<file path="src/rtl/button_event_classifier_if.sv">
// Key-event bus between the debounce front end and the click classifier.
interface button_event_classifier_if;
    logic       iPress_pulse;
    logic       iKey_level;
    logic       oSingle_click;
    logic       oDouble_click;
    logic       oLong_press;
    logic       oBusy;
    logic [7:0] oEvent_cnt;

    modport master (
        output iPress_pulse, iKey_level,
        input  oSingle_click, oDouble_click, oLong_press, oBusy, oEvent_cnt
    );

    modport slave (
        input  iPress_pulse, iKey_level,
        output oSingle_click, oDouble_click, oLong_press, oBusy, oEvent_cnt
    );
endinterface

</file>
<file path="src/rtl/button_event_classifier.sv">
// Classifies debounced key presses into single-click, double-click and long-press pulses.
// Long-press detection (PEND_LONG/HOLD) is built only when LONG_PRESS_EN is defined.
//
// state     | meaning
// IDLE      | waiting for a first press
// WIN       | double-click window running after the first press
// PEND_LONG | window expired with key still down; waiting for release or long hold
// HOLD      | long press reported; waiting for release
module button_event_classifier #(
    parameter int CNT_W      = 16,
    parameter int DOUBLE_WIN = 20000,
    parameter int LONG_HOLD  = 40000
) (
    input  logic iCLK,
    input  logic iRST_n,
    button_event_classifier_if.slave bus
);

    typedef enum logic [1:0] {
        IDLE      = 2'd0,
        WIN       = 2'd1,
        PEND_LONG = 2'd2,
        HOLD      = 2'd3
    } state_t;

    // Down-counter: the press cycle is window cycle 0, so expiry lands DOUBLE_WIN-1 cycles later.
    localparam logic [CNT_W-1:0] WIN_LOAD = CNT_W'(DOUBLE_WIN - 2);
    localparam logic [CNT_W-1:0] TMR_ONE  = CNT_W'(1);
`ifdef LONG_PRESS_EN
    localparam logic [CNT_W-1:0] PEND_LOAD = CNT_W'(LONG_HOLD - DOUBLE_WIN - 1);
`endif

    generate
        if (DOUBLE_WIN < 2 || LONG_HOLD <= DOUBLE_WIN || (LONG_HOLD >> CNT_W) != 0) begin : gBadParams
            $error("button_event_classifier: need 2 <= DOUBLE_WIN < LONG_HOLD < 2**CNT_W");
        end
    endgenerate

    state_t           state;
    state_t           stateNext;
    logic [CNT_W-1:0] tmr;
    logic [CNT_W-1:0] tmrNext;
    logic             singleNext;
    logic             doubleNext;
    logic             eventNext;
    logic             singleQ;
    logic             doubleQ;
    logic [7:0]       eventCnt;
`ifdef LONG_PRESS_EN
    logic             longNext;
    logic             longQ;
`endif

    always_ff @(posedge iCLK or negedge iRST_n) begin
        if (!iRST_n) begin
            state    <= IDLE;
            tmr      <= '0;
            singleQ  <= 1'b0;
            doubleQ  <= 1'b0;
            eventCnt <= 8'd0;
`ifdef LONG_PRESS_EN
            longQ    <= 1'b0;
`endif
        end else begin
            state   <= stateNext;
            tmr     <= tmrNext;
            singleQ <= singleNext;
            doubleQ <= doubleNext;
`ifdef LONG_PRESS_EN
            longQ   <= longNext;
`endif
            if (eventNext && eventCnt != 8'hFF) begin
                eventCnt <= eventCnt + 8'd1;
            end
        end
    end

    always_comb begin
        stateNext  = state;
        tmrNext    = tmr;
        singleNext = 1'b0;
        doubleNext = 1'b0;
`ifdef LONG_PRESS_EN
        longNext   = 1'b0;
`endif
        case (state)
            IDLE: begin
                if (bus.iPress_pulse) begin
                    stateNext = WIN;
                    tmrNext   = WIN_LOAD;
                end
            end
            WIN: begin
                // A second press wins even when it coincides with window expiry.
                if (bus.iPress_pulse) begin
                    doubleNext = 1'b1;
                    stateNext  = IDLE;
                    tmrNext    = '0;
                end else if (tmr != '0) begin
                    tmrNext = tmr - TMR_ONE;
`ifdef LONG_PRESS_EN
                end else if (!bus.iKey_level) begin
                    stateNext = PEND_LONG;
                    tmrNext   = PEND_LOAD;
`endif
                end else begin
                    singleNext = 1'b1;
                    stateNext  = IDLE;
                end
            end
            PEND_LONG: begin
                if (bus.iKey_level) begin
                    singleNext = 1'b1;
                    stateNext  = IDLE;
                    tmrNext    = '0;
                end else if (tmr == '0) begin
`ifdef LONG_PRESS_EN
                    longNext  = 1'b1;
`endif
                    stateNext = HOLD;
                end else begin
                    tmrNext = tmr - TMR_ONE;
                end
            end
            HOLD: begin
                if (bus.iKey_level) begin
                    stateNext = IDLE;
                    tmrNext   = '0;
                end
            end
            default: begin
                stateNext = IDLE;
                tmrNext   = '0;
            end
        endcase
`ifdef LONG_PRESS_EN
        eventNext = singleNext | doubleNext | longNext;
`else
        eventNext = singleNext | doubleNext;
`endif
    end

    assign bus.oSingle_click = singleQ;
    assign bus.oDouble_click = doubleQ;
    assign bus.oBusy         = (state != IDLE);
    assign bus.oEvent_cnt    = eventCnt;
`ifdef LONG_PRESS_EN
    assign bus.oLong_press   = longQ;
`else
    assign bus.oLong_press   = 1'b0;
`endif

endmodule

</file>
<file path="src/flat_wrapper.sv">
// flat-port wrapper written by rule: the top's interface ports become plain ports
module button_event_classifier_flat 
#(
    parameter int CNT_W      = 16,
    parameter int DOUBLE_WIN = 20000,
    parameter int LONG_HOLD  = 40000
)
  (iCLK, iRST_n, bus_iPress_pulse, bus_iKey_level, bus_oSingle_click, bus_oDouble_click, bus_oLong_press, bus_oBusy, bus_oEvent_cnt);
  button_event_classifier_if bus_i ();
  input  logic iCLK;
  input  logic iRST_n;
  input wire logic [$bits(bus_i.iPress_pulse)-1:0] bus_iPress_pulse;
  input wire logic [$bits(bus_i.iKey_level)-1:0] bus_iKey_level;
  output wire logic [$bits(bus_i.oSingle_click)-1:0] bus_oSingle_click;
  output wire logic [$bits(bus_i.oDouble_click)-1:0] bus_oDouble_click;
  output wire logic [$bits(bus_i.oLong_press)-1:0] bus_oLong_press;
  output wire logic [$bits(bus_i.oBusy)-1:0] bus_oBusy;
  output wire logic [$bits(bus_i.oEvent_cnt)-1:0] bus_oEvent_cnt;
  assign bus_i.iPress_pulse = bus_iPress_pulse;
  assign bus_i.iKey_level = bus_iKey_level;
  assign bus_oSingle_click = bus_i.oSingle_click;
  assign bus_oDouble_click = bus_i.oDouble_click;
  assign bus_oLong_press = bus_i.oLong_press;
  assign bus_oBusy = bus_i.oBusy;
  assign bus_oEvent_cnt = bus_i.oEvent_cnt;
  button_event_classifier #(.CNT_W(CNT_W), .DOUBLE_WIN(DOUBLE_WIN), .LONG_HOLD(LONG_HOLD)) u_core (.iCLK(iCLK), .iRST_n(iRST_n), .bus(bus_i));
endmodule
</file>
<file path="config.mk">
export PLATFORM = sky130hd
export DESIGN_NAME = button_event_classifier_flat
export DESIGN_NICKNAME = d
export VERILOG_FILES = /design/src/rtl/button_event_classifier_if.sv /design/src/rtl/button_event_classifier.sv /design/src/flat_wrapper.sv
export SDC_FILE = /design/constraint.sdc
export NUM_CORES = 1
export LEC_CHECK = 0
export BUFFER_PORTS_ARGS = -buffer_cell sky130_fd_sc_hd__buf_2
export CORE_MARGIN = 5
export CORE_UTILIZATION = 38
export CTS_BUF_LIST = sky130_fd_sc_hd__clkbuf_4 sky130_fd_sc_hd__clkbuf_8
export DETAILED_ROUTE_END_ITERATION = 6
export MAX_ROUTING_LAYER = met4
export PLACE_DENSITY = 0.59
export SYNTH_ARGS = -nofsm -noshare
export SYNTH_HDL_FRONTEND = slang
export SYNTH_SLANG_ARGS = --single-unit
</file>
<file path="constraint.sdc">
create_clock -name iCLK -period 1.9 [get_ports iCLK]
set_input_delay 0 -clock iCLK [delete_from_list [all_inputs] [get_ports iCLK]]
set_output_delay 0 -clock iCLK [all_outputs]
set_load 0.01 [all_outputs]
</file>
==> results of run 1 <==
## cell type report
class	instances	area [um^2]
clock buffer	4	55.1
fill	390	2120
inverter	8	30.0
multi-input combinational	132	1020
sequential	28	703
tap	52	65.1
timing repair buffer	43	297
## final timing paths
check,start,to,slack (ns),depth (start not counted)
hold reg to reg,u_core.bus.oEvent_cnt[5]$_DFFE_PN0P_,u_core.bus.oEvent_cnt[5]$_DFFE_PN0P_,0.50,1
setup reg to reg,u_core.tmr[12]$_DFFE_PN0P_,u_core.bus.oEvent_cnt[1]$_DFFE_PN0P_,0.06,5
hold / removal,bus_iKey_level,u_core.bus.oSingle_click$_DFF_PN0_,0.07,3
min in group asynchronous,iRST_n,u_core.tmr[9]$_DFFE_PN0P_,0.26,2
setup / recovery,u_core.tmr[12]$_DFFE_PN0P_,u_core.bus.oEvent_cnt[1]$_DFFE_PN0P_,0.06,5
max in group asynchronous,iRST_n,u_core.tmr[4]$_DFFE_PN0P_,1.21,2
## state kept, by name, summed over array words and instances (netlist names)
register,count
u_core.bus.oDouble_click,1
u_core.bus.oEvent_cnt,8
u_core.bus.oSingle_click,1
u_core.state,2
u_core.tmr,16
## power by group through the flow
stage | clock network, uW | registers, uW | logic (uW)
after global routing | 407 | 1030 | 1610
after CTS | 395 | 977 | 1340
after floorplan | 0 | 987 | 805
final | 376 | 990 | 1460
after detailed placement | 0 | 987 | 1330
after global placement | 0 | 976 | 1310
## worst register-to-register path, delay by kind of cell, from the launching register on
family	cells	cell delay [ns]
and+or+nand+nor	3	0.75
AOI/OAI and AO/OA	1	0.27
DFF	1	0.41
muxes	1	0.30
## synthesized netlist by cell type (2+ instances only)
cell	number	area share [%]
o21ai_0	21	6.4
nand2_1	8	1.8
a211oi_1	2	0.91
ha_1	7	5.3
nor4_1	3	1.1
nor2b_1	5	1.9
o32a_1	3	1.8
buf_4	2	0.91
o31ai_1	4	1.8
dfrtp_1	28	42
a31oi_1	6	2.3
mux2_2	2	1.4
and4_2	2	1.2
nor3_2	2	1.2
and2_1	2	0.76
a21oi_1	10	3.0
and3_1	2	0.76
nand3_1	2	0.61
nor3_1	11	3.3
a41oi_1	2	1.1
nor2_1	11	2.5
xor2_1	4	2.1
clkbuf_1	4	0.91
inv_1	8	1.8
## per-layer routing
| metal | track usage, % | wire (um) | share of wire, % |
|---|---|---|---|
| met5 | - | 0 | 0 |
| met4 | 4.27 | 48 | 1.2 |
| met3 | 3.19 | 90 | 2.2 |
| met1 | 17.0 | 1810 | 45 |
| met2 | 24.8 | 2060 | 51 |
## metrics by stage
stage | hold slack [ns] | setup TNS, ns
after floorplan | -0.296 | 0
after global placement | 0.0582 | 0
after detailed placement | 0.0607 | -0.0401
after CTS | 0.0307 | 0
after global routing | 0.0965 | -0.162
final | 0.0747 | 0
## repair_timing
action                     4_1_cts  5_1_grt
hold endpoints to repair        29        0
gates cloned                     0        0
gates resized for setup          2       25
setup endpoints to repair        3       26
pin swaps                        0        3
buffers inserted                 0        2
hold buffers                     2        0
## cells by family (layout without fill, tap and decap cells)
logic type      Yosys count  after routing  synth area share [%]
compound gates           56             56                  21.5
xor+xnor                  4              4                  2.12
fa+ha+maj                 7              7                  5.29
buf+inv                  14             55                  3.63
flops                    28             28                  42.4
mux                       2              2                  1.36
other cells               1              1                 0.227
simple gates             62             62                  23.5
==> results by group, run 1 <==
Floorplan
  • Core area: about 4300 um^2
  • Starting Density: 38.5%
  • Die area: 5770 um^2
  • Die H: ~76 um
  • # IOs: 16
  • Core Rows: 24
  • DIE WIDTH: 76.0 um

Routing
  • DR WL/cell: 15.0 um
  • Drt first-iter violations: 78
  • Pre-antenna DRT Iters: 4
  • Post-route ant nets: 0
  • DRC Markers: 0
  • Via Count: 1496
  • Drt total wl: 4010 um
  • Vias/cell: between 5 and 6

Yosys
  • Async S/R FF share, synth: 100%
  • Post-synthesis cell type count: 47
  • Mapped cell area: between 1500 and 2000 um^2
  • FF+latch count, synth: 28
  • Syn_nets: approximately 190
  • Ys flop type: dfrtp_1
  • Post-synth EDFFs: 0
  • YS warnings: 0
  • Mapped Cells: ~170
  • Register area share after synthesis: 42.4%
  • Syn avg cell area: 9.51 um^2

Clock tree
  • # clock sinks: 28
  • Max Root-Sink Buffers: 2
  • CTS tree: yes
  • Clock latency at the later pin of the worst-skew pair: 0.28 ns
  • CTS Buf Count: 3
  • CTS H-Tree Depth: 1
  • Reg clk slew, reported paths: 0.10 ns
  • Clock Root Buffer: clkbuf_8

Timing
  • Worst Tran Pin Value: slightly above 0.6 ns
  • Slew Viols, Final: 0
  • Tcrit/Tclk final: 96.8%
  • Final WS setup: 0.0609 ns
  • Fin. Hold Viols: 0
  • Setup Skew: 0.00295 ns
  • Fmax: 544 MHz
  • Final Setup Violations: 0
  • Post-route minimum period: 1.84 ns
  • Slew headroom: 58.5%
  • RSZ-0062 raised after global routing: yes

Critical path
  • CP endpoint kind: flop
  • Worst EP required: 2.07 ns
  • WP buf/inv: 0
  • Critical-path top delay cell: nor4_2
  • Worst EP arrival: ~2.0 ns
  • CP Class: reg -> reg
  • Critical-path maximum fanout: 4
  • Slowest stage delay, CP: ~0.45 ns
  • CP Cell Sequence: nor4_2, nand4_4, o21a_4, nor2_4, mux2_4
  • Startpoint Class: flop
  • Largest delay share family, worst path: simple AND/OR/NAND/NOR gates

Power
  • P_int: 1650 uW
  • Lkg Pwr: 0.000937 uW
  • Clk network pwr share: 13.3%
  • Switching part of the total: 41.4%
  • Combinational fraction of design power: between 50% and 60%
  • Final Total Pwr: 2820 uW
  • Max rail drop VDD: 0.000726 V
  • Switching pwr: 1170 uW
  • Sequential power share: 35.1%
  • Cell Pwr Density: about 1300 nW/um^2

Global routing
  • Largest net degree at the start of global routing: 29
  • First-pass GRT wire length: 6970 um
  • Vias in the first global route: 1567
  • Initial antenna violation count: 0
  • Grt total ovfl: 0
  • GR Util All Layers: 14.5%

Finish
  • Final non-filler cell total: 267
  • Layout area overhead: 31.3%
  • Util after Layout: 50.6%
  • Diode count: 0
  • Layout Nets: roughly 230
  • Layout cells sized above 1: 38.1%
  • Most frequent cells in the layout: buf_4 (26), dfrtp_1 (26), o21ai_0 (19)
  • Final instance area: between 2000 and 2500 um^2

Status
  • Status: finished clean

Worst hold path
  • Hold WC Path Type: in -> reg

Placed design
  • # port buffers: 14
  • Place WS: -0.0235 ns
  • Global placer's final weighted congestion: 0.823
  • Dpl cell area: around 2000 um^2
  • Placed wire-length estimate after detailed placement: 2890 um
  • Placed cell count: 259

Run
  • Total of max-cap violations: 0
Note: power is estimated with default switching activity, not from simulation.
==> run 2: changes to the inputs <==
--- a/config.mk
+++ b/config.mk
@@ -7,11 +7,11 @@
 export LEC_CHECK = 0
 export BUFFER_PORTS_ARGS = -buffer_cell sky130_fd_sc_hd__buf_2
 export CORE_MARGIN = 5
-export CORE_UTILIZATION = 38
+export CORE_UTILIZATION = 30
 export CTS_BUF_LIST = sky130_fd_sc_hd__clkbuf_4 sky130_fd_sc_hd__clkbuf_8
 export DETAILED_ROUTE_END_ITERATION = 6
 export MAX_ROUTING_LAYER = met4
-export PLACE_DENSITY = 0.59
+export PLACE_DENSITY = 0.5
 export SYNTH_ARGS = -nofsm -noshare
 export SYNTH_HDL_FRONTEND = slang
 export SYNTH_SLANG_ARGS = --single-unit
==> results by group, run 2 (synthesis results as in run 1) <==
Power
  • Switching pwr: 1230 uW (+5.5%)
  • Cell Pwr Density: 1330 nW/um^2 (+2.0%)
  • Combinational fraction of design power: 52.2% (+0.6 points)
  • P_int: 1850 uW (+12%)
  • Final Total Pwr: 3080 uW (+9.2%)
  • Switching part of the total: 40.1% (-1.4 points)
  • Lkg Pwr: 0.00102 uW (+9.0%)
  • Max rail drop VDD: 0.000596 V (-18%)
  • Clk network pwr share: 15.9% (+2.6 points)
  • Sequential power share: 31.9% (-3.2 points)

Timing
  • Slew headroom: 55.8% (-2.7 points)
  • RSZ-0062 raised after global routing: yes
  • Setup Skew: 0.00685 ns (+0.00390 ns)
  • Worst Tran Pin Value: 0.663 ns (+0.0408 ns)
  • Setup TNS: 0 ns (unchanged)
  • Post-route minimum period: 1.89 ns (+0.0511 ns)
  • Tcrit/Tclk final: 99.5% (+2.7 points)
  • Fmax: 529 MHz (-2.7%)
  • Hold slack final: 0.0776 ns (+0.00285 ns)
  • Final Setup Violations: 0 (unchanged)
  • Fin. Hold Viols: 0 (unchanged)
  • Slew Viols, Final: 0 (unchanged)

Critical path
  • Worst reg2reg path startpoint: u_core.tmr[0]$_DFFE_PN0P_
  • CP Class: reg -> reg
  • Flop2flop setup slack: 0.01 ns (-0.05 ns)
  • Critical-path maximum fanout: 5 (+1)
  • Startpoint Class: flop
  • Reg-to-Reg End: u_core.bus.oEvent_cnt[1]$_DFFE_PN0P_
  • CP startpoint: u_core.tmr[0]$_DFFE_PN0P_
  • Worst EP required: 2.07 ns (about the same)
  • Worst EP arrival: 2.06 ns (+0.05 ns)
  • CP endpoint kind: flop
  • Worst r2r path cells: 7 (+2)
  • End of the critical path: u_core.bus.oEvent_cnt[1]$_DFFE_PN0P_

Finish
  • Reg area: 703 um^2 (unchanged)
  • Most frequent cells in the layout: buf_4 (39), dfrtp_1 (26), o21ai_0 (18)
  • Layout area overhead: 40.5%
  • Largest register FFs: 16 (unchanged)
  • Commonest non-fill, non-tap cell in the layout: buf_4
  • Util after Layout: 42.7% (-7.8 points)
  • Layout Nets: 241 (+6.2%)
  • Largest reg by FF count: u_core.tmr
  • Final instance area: 2320 um^2 (+7.0%)
  • Layout cells sized above 1: 42.4% (+4.2 points)
  • Layout fillers: 558 (+43%)
  • Diode count: 0 (unchanged)
  • Multi-input logic area: 1020 um^2 (+0.24%)

Global routing
  • GR Util met2: 20.4% (-4.5 points)
  • First-pass GRT wire length: 7420 um (+6.4%)
  • GR Layer Usage met3: 1.77% (-1.4 points)
  • Initial antenna violation count: 0 (unchanged)
  • GRT busiest layer: met2
  • Grt total ovfl: 0 (unchanged)
  • GR Util All Layers: 13.0% (-1.5 points)
  • Vias in the first global route: 1549 (-1.1%)
  • Grt met1 use: 17.6% (+0.69 points)
  • Largest net degree at the start of global routing: 29 (unchanged)

Floorplan
  • Die area: 7100 um^2 (+23%)
  • Die H: 84.3 um (+11%)
  • Starting Density: 30.4% (-8.1 points)
  • Core area: 5440 um^2 (+27%)
  • DIE WIDTH: 84.3 um (+11%)
  • Core Rows: 27 (+13%)
  • # IOs: 16 (unchanged)

Routing
  • Drt first-iter violations: 63 (-19%)
  • Drt total wl: 4360 um (+8.8%)
  • Pre-antenna DRT Iters: 5 (+1)
  • Via Count: 1542 (+3.1%)
  • DRC Markers: 0 (unchanged)
  • DR WL/cell: 14.5 um (-3.5%)
  • Vias/cell: 5.12 (-8.6%)
  • Post-route ant nets: 0 (unchanged)

Clock tree
  • CTS tree: yes
  • CTS Buf Count: 3 (unchanged)
  • CTS H-Tree Depth: 1 (unchanged)
  • Max Root-Sink Buffers: 2 (unchanged)
  • Reg clk slew, reported paths: 0.11 ns (about the same)
  • # clock sinks: 28 (unchanged)
  • Clock Root Buffer: clkbuf_8
  • Clock latency at the later pin of the worst-skew pair: 0.28 ns (about the same)

Placed design
  • # port buffers: 14 (unchanged)
  • Dpl cell area: 2040 um^2 (+3.2%)
  • Global placer's final weighted congestion: 0.884 (+7.4%)
  • Placed wire-length estimate after detailed placement: 3030 um (+4.6%)

Worst hold path
  • Hold WC Path Type: in -> reg

Run
  • Total of max-cap violations: 0 (unchanged)

Status
  • Status: finished clean
## run 2: routing by layer
layer	vias up	share of wire, %
met3	6	2.0
met2	23	47
met5	-	0
met1	755	50
met4	0	1.1
li1	758	-
## run 2: how the worst min path moves through the flow
| stage | from | endpoint | slack [ns] | depth (start not counted) |
|---|---|---|---|---|
| floorplan | iRST_n | u_core.bus.oDouble_click$_DFF_PN0_ | -0.30 | 0 |
| global placement | iRST_n | u_core.tmr[0]$_DFFE_PN0P_ | 0.09 | 1 |
| detailed placement | iRST_n | u_core.tmr[5]$_DFFE_PN0P_ | 0.09 | 1 |
| CTS | bus_iKey_level | u_core.bus.oSingle_click$_DFF_PN0_ | 0.05 | 3 |
| global route | bus_iKey_level | u_core.bus.oSingle_click$_DFF_PN0_ | 0.11 | 3 |
| finish | bus_iKey_level | u_core.bus.oSingle_click$_DFF_PN0_ | 0.08 | 3 |
## run 2: worst max-delay path, cell delays in order, from the launching register on
cell,delay (ns)
dfrtp_1,0.41
inv_2,0.08
ha_4,0.13
nor4b_4,0.26
nand4_4,0.20
o21a_4,0.30
nor2_4,0.10
mux2_4,0.30
## run 2: timing repair
action                                  CTS  global route
pin swaps                                 0             6
hold endpoints to repair                 29             0
gates cloned                              0             0
hold buffers                              2             0
endpoints found under the setup margin   13            25
gates resized for setup                   6            25
buffers inserted                          0            11
## run 2: area by class of cell
type / instances / area share, %
multi-input combinational: 132 / 44.1
sequential: 28 / 30.2
clock buffer: 3 / 1.78
timing repair buffer: 57 / 17.4
tap: 72 / 3.88
inverter: 8 / 1.29
clock inverter: 1 / 1.29
## run 2: metrics by stage
stage          instances  setup slack (ns)
2_1_floorplan        174            0.0169
3_3_place_gp         284            -0.157
3_5_place_dp         284            -0.147
4_1_cts              290           -0.0232
5_1_grt              301           -0.0539
6_report             301           0.00976
## run 2: power groups by stage
stage / clock network [uW] / registers [uW] / logic [uW]
3_3_place_gp: 0 / 974 / 1390
4_1_cts: 504 / 967 / 1420
6_report: 491 / 982 / 1610
2_1_floorplan: 0 / 987 / 805
5_1_grt: 538 / 1010 / 1770
3_5_place_dp: 0 / 976 / 1390
